[src/rtl/inst_encoder.sv]
// inst_encoder: builds RV32I/Zicsr instruction words from decoded fields
// and an immediate, flags out-of-range immediates, 2-entry skid output.
module inst_encoder #(
    parameter int CNT_W = 16,
    parameter int ERR_W = 8
) (
    input  logic             I_clk,
    input  logic             I_rst,
    input  logic             I_in_valid,
    output logic             O_in_ready,
    input  logic [2:0]       I_fmt,
    input  logic [6:0]       I_opcode,
    input  logic [4:0]       I_rd,
    input  logic [4:0]       I_rs1,
    input  logic [4:0]       I_rs2,
    input  logic [2:0]       I_funct3,
    input  logic [6:0]       I_funct7,
    input  logic [11:0]      I_csr,
    input  logic [31:0]      I_imm,
    output logic             O_out_valid,
    input  logic             I_out_ready,
    output logic [31:0]      O_inst,
    output logic             O_err,
    output logic [CNT_W-1:0] O_word_cnt,
    output logic [ERR_W-1:0] O_err_cnt
);

    localparam logic [2:0] FMT_R   = 3'd0;
    localparam logic [2:0] FMT_I   = 3'd1;
    localparam logic [2:0] FMT_S   = 3'd2;
    localparam logic [2:0] FMT_B   = 3'd3;
    localparam logic [2:0] FMT_U   = 3'd4;
    localparam logic [2:0] FMT_J   = 3'd5;
    localparam logic [2:0] FMT_CSR = 3'd6;

    logic [31:0] enc_inst;
    logic        enc_err;
    logic        accept;

    logic        out_valid;
    logic [31:0] out_inst;
    logic        out_err;
    logic        skid_valid;
    logic [31:0] skid_inst;
    logic        skid_err;

    logic [CNT_W-1:0] word_cnt;
    logic [ERR_W-1:0] err_cnt;

    // Scatter the immediate into the chosen format and range-check it
    always_comb begin
        enc_inst = 32'h0;
        enc_err  = 1'b0;
        unique case (I_fmt)
            FMT_R: begin
                enc_inst = {I_funct7, I_rs2, I_rs1, I_funct3, I_rd, I_opcode};
            end
            FMT_I: begin
                enc_inst = {I_imm[11:0], I_rs1, I_funct3, I_rd, I_opcode};
                enc_err  = I_imm[31:11] != {21{I_imm[11]}};
            end
            FMT_S: begin
                enc_inst = {I_imm[11:5], I_rs2, I_rs1, I_funct3,
                            I_imm[4:0], I_opcode};
                enc_err  = I_imm[31:11] != {21{I_imm[11]}};
            end
            FMT_B: begin
                enc_inst = {I_imm[12], I_imm[10:5], I_rs2, I_rs1, I_funct3,
                            I_imm[4:1], I_imm[11], I_opcode};
                enc_err  = (I_imm[31:12] != {20{I_imm[12]}}) || I_imm[0];
            end
            FMT_U: begin
                enc_inst = {I_imm[31:12], I_rd, I_opcode};
                enc_err  = |I_imm[11:0];
            end
            FMT_J: begin
                enc_inst = {I_imm[20], I_imm[10:1], I_imm[11], I_imm[19:12],
                            I_rd, I_opcode};
                enc_err  = (I_imm[31:20] != {12{I_imm[20]}}) || I_imm[0];
            end
            FMT_CSR: begin
                enc_inst = {I_csr, I_imm[4:0], I_funct3, I_rd, I_opcode};
                enc_err  = |I_imm[31:5];
            end
            default: begin
                enc_inst = 32'h0;
                enc_err  = 1'b1;
            end
        endcase
    end

    // Ready depends only on the skid register, never on I_out_ready
    assign accept = I_in_valid && !skid_valid;

    // Output register plus skid entry; skid drains into output first
    always_ff @(posedge I_clk or posedge I_rst) begin
        if (I_rst) begin
            out_valid  <= 1'b0;
            out_inst   <= 32'h0;
            out_err    <= 1'b0;
            skid_valid <= 1'b0;
            skid_inst  <= 32'h0;
            skid_err   <= 1'b0;
        end else if (!out_valid || I_out_ready) begin
            if (skid_valid) begin
                out_valid  <= 1'b1;
                out_inst   <= skid_inst;
                out_err    <= skid_err;
                skid_valid <= 1'b0;
            end else begin
                out_valid <= accept;
                if (accept) begin
                    out_inst <= enc_inst;
                    out_err  <= enc_err;
                end
            end
        end else if (accept) begin
            skid_valid <= 1'b1;
            skid_inst  <= enc_inst;
            skid_err   <= enc_err;
        end
    end

    // Count accepted bundles (wrapping) and violations (saturating)
    always_ff @(posedge I_clk or posedge I_rst) begin
        if (I_rst) begin
            word_cnt <= '0;
            err_cnt  <= '0;
        end else if (accept) begin
            word_cnt <= word_cnt + CNT_W'(1);
            if (enc_err && (err_cnt != {ERR_W{1'b1}})) begin
                err_cnt <= err_cnt + ERR_W'(1);
            end
        end
    end

    assign O_in_ready  = !skid_valid;
    assign O_out_valid = out_valid;
    assign O_inst      = out_inst;
    assign O_err       = out_err;
    assign O_word_cnt  = word_cnt;
    assign O_err_cnt   = err_cnt;

endmodule
[config.mk]
export PLATFORM = sky130hd
export DESIGN_NAME = inst_encoder
export DESIGN_NICKNAME = d
export VERILOG_FILES = /design/src/rtl/inst_encoder.sv
export SDC_FILE = /design/constraint.sdc
export NUM_CORES = 1
export LEC_CHECK = 0
export ABC_AREA = 1
export ABC_CLOCK_PERIOD_IN_PS = 4250
export BUFFER_PORTS_ARGS = -buffer_cell sky130_fd_sc_hd__buf_4
export CORE_MARGIN = 4
export CORE_UTILIZATION = 40
export CTS_CLUSTER_SIZE = 20
export DETAILED_ROUTE_END_ITERATION = 10
export GPL_TIMING_DRIVEN = 0
export PLACE_DENSITY = 0.71
export REMOVE_ABC_BUFFERS = 1
export SLEW_MARGIN = 20
export SYNTH_ARGS = -nofsm -noshare
export SYNTH_HDL_FRONTEND = slang
export SYNTH_SLANG_ARGS = --single-unit
[constraint.sdc]
create_clock -name I_clk -period 4.25 [get_ports I_clk]
set_clock_uncertainty 0.1 [all_clocks]
set_input_delay 0.6375 -clock I_clk [delete_from_list [all_inputs] [get_ports I_clk]]
set_output_delay 0.6375 -clock I_clk [all_outputs]
set_load 0.1 [all_outputs]
==> run_results.csv <==
group,metric,value,unit
grt,grt_usage,21.3,%
floorplanning,ios,142,
grt,antenna_found_initial,0,
yosys,synthArstFlopShare,100,%
setup_path,crit_path_end_kind,"flip-flop",
final_layout,layout_commonest_cell,"nand2_1",
run_status,status,"finished, final reports clean",
job,max_cap_viol_count,0,
clock_network,post-cts-setup-buffer-count,0,
floorplanning,die_x,119,um
grt,grt_max_degree,74,
yosys,netlist_area,4970,sq um
clock_network,postCtsResizedCells,0,
floorplanning,dieArea,14300,sq um
yosys,yosys.area_share.simple,30.0,%
grt,grt_pass1_vias,4841,
timing,period_share,75.8,%
setup_path,crit_buf_inv,2,
timing,setup_violations,0,
yosys,synth_edf_count,0,
yosys,synthXorXnorAreaFrac,3.00,%
yosys,synth_area_per_cell,7.49,sq um
final_layout,syn_to_final_growth,29.7,%
clock_network,numCtsBuffers,9,
drt,first_pass_iters,5,
yosys,syn_inst,663,
yosys,synthAdderAreaFrac,0.755,%
drt,drt_iter0_drc,318,
setup_path,crit_chain,"clkinv_2, nand2_4, nor2_4, inv_2, o21ai_0",
min_path,worstHoldPathType,"in -> async",
setup_path,cpPeakStageDelay,0.95,ns
clock_network,clkSinkCount,92,
final_layout,layout_common_cells,"209 x nand2_1, 141 x buf_4, 91 x dfrtp_1, 68 x nor2_1, 55 x a21oi_1",
power_and_ir_drop,p_per_area,544,nW/um^2
clock_network,cts_tree,"yes",
floorplanning,core_area,12100,sq um
yosys,synth_top_family_by_area,"simple AND/OR/NAND/NOR gates",
grt,grt_pass1_wl,24500,um
drt,totalWireLength,15100,um
power_and_ir_drop,finalPower,3.51,mW
timing,slew_viol_final,0,
drt,detail_route.vias_per_cell,5.15,
placed_design,place.gp.congestion,0.881,
yosys,synthMuxAreaShare,0,%
timing,relSlewSlack,41.1,%
setup_path,worst_path_max_delay_cell,"dfrtp_2",
clock_network,cts_hold_buf,0,
drt,wl_per_cell,15.7,um
placed_design,post-dp-hpwl,10900,um
setup_path,worstSetupPathType,"reg -> reg",
timing,min_period,3.22,ns
clock_network,root_buffer,"clkbuf_16",
clock_network,path_clk_slew,0.07,ns
setup_path,crit_required,4.34,ns
floorplanning,core.rowCount,40,
drt,vias,4975,
clock_network,cts.path.max_buffers,2,
floorplanning,die_height,119,um
drt,antenna_left,0,
timing,finalHoldViolCount,0,
power_and_ir_drop,p_leak,3.26,nW
setup_path,start_kind,"flip-flop",
final_layout,final_core_util,53.4,%
yosys,synth_compound_area_share,13.6,%
final_layout,nets,879,
yosys,synthFlopType,"dfrtp_1",
timing,worst_pin_slew,0.883,ns
placed_design,numPortBuffers,141,
setup_path,critPathMaxFanout,43,
timing,fmax,0.310,GHz
timing,rsz0062_at_grt,"false",
final_layout,diodes,0,
yosys,synth_cell_types,38,
clock_network,htreeDepth,3,
power_and_ir_drop,irDropWorstVdd,0.000244,V
setup_path,cp.arrival,3.31,ns
drt,drcViolationCount,0,
yosys,seq_area_frac_synth,46.3,%
grt,grt-ovfl-total,0,
floorplanning,initial_utilization,41.2,%
yosys,yosysWarnings,0,
final_layout,drive_gt1_share,23.3,%
yosys,ys_ff_latch,92,
setup_path,path_delay_family,"buffers and inverters",
clock_network,clk-insertion-delay-late,0.34,ns
-- sequential cells by signal, summed over array words and instances (netlist names) --
register	flops
O_inst	32
skid_valid	1
O_err_cnt	8
O_word_cnt	16
O_err	1
skid_inst	32
skid_err	1
O_out_valid	1
-- final timing paths --
check                              from              to  slack, ns  cells after the start
max                          skid_valid   skid_inst[21]       1.03                      5
min                               I_rst  O_word_cnt[12]       0.13                      2
max reg2reg                  skid_valid   skid_inst[21]       1.03                      5
min reg2reg                skid_inst[2]    skid_inst[2]       0.37                      2
max in group asynchronous         I_rst      skid_valid       3.29                      3
min in group I_clk         skid_inst[2]    skid_inst[2]       0.37                      2
-- through the flow --
step / hold slack [ns] / worst slack (ns) / instances / area (sq um) / TNS, ns
2_1_floorplan: 0.342 / 0.853 / 639 / 4860 / 0
3_3_place_gp: 0.354 / -0.664 / 948 / 6120 / -26.78
3_5_place_dp: 0.360 / 1.03 / 950 / 6180 / 0
4_1_cts: 0.128 / 1.03 / 966 / 6440 / 0
5_1_grt: 0.132 / 0.861 / 966 / 6440 / 0
6_report: 0.130 / 1.03 / 966 / 6440 / 0
-- cell type report --
type | count | area, sq um
Clock buffer | 12 | 236
Clock inverter | 4 | 26.3
Fill cell | 1160 | 5620
Inverter | 53 | 205
Multi-Input combinational cell | 494 | 2360
Sequential cell | 92 | 2300
Tap cell | 168 | 210
Timing Repair Buffer | 143 | 1100
-- synthesized netlist by cell type (all sizes together) (2+ instances only) --
cell | instances | area (sq um)
o211ai | 3 | 22.5
o2111ai | 3 | 32.5
nand4 | 15 | 93.8
a31oi | 3 | 18.8
xnor2 | 10 | 87.6
o21ai | 42 | 210
nor2 | 75 | 299
a22oi | 5 | 37.5
nand3 | 44 | 235
o21a | 2 | 15.0
inv | 51 | 191
nand2 | 213 | 825
dfrtp | 92 | 2300
clkbuf | 18 | 67.6
xor2 | 7 | 61.3
buf | 6 | 45.0
ha | 3 | 37.5
clkinv | 2 | 8.75
a21oi | 55 | 275
o22ai | 2 | 12.5
nor3 | 4 | 20.0
o221ai | 3 | 26.3
-- power by group --
group / switching [mW] / internal (mW)
logic: 1.21 / 0.358
registers: 0.149 / 1.06
clock network: 0.334 / 0.397
-- logic make-up (layout without fill, tap and decap cells) --
| family | count (synthesis) | in the layout |
|---|---|---|
| flops | 92 | 92 |
| buf+inv | 77 | 212 |
| simple gates | 353 | 353 |
| fa+ha+maj | 3 | 3 |
| compound gates | 121 | 121 |
| xor+xnor | 17 | 17 |
-- metal layers --
metal  wire length (um)  GRT usage [%]
met5                  0              0
met4                396           8.23
met1               6460           28.0
met3                761           3.47
met2               7520           35.2
(Power assumes the default switching activity.)
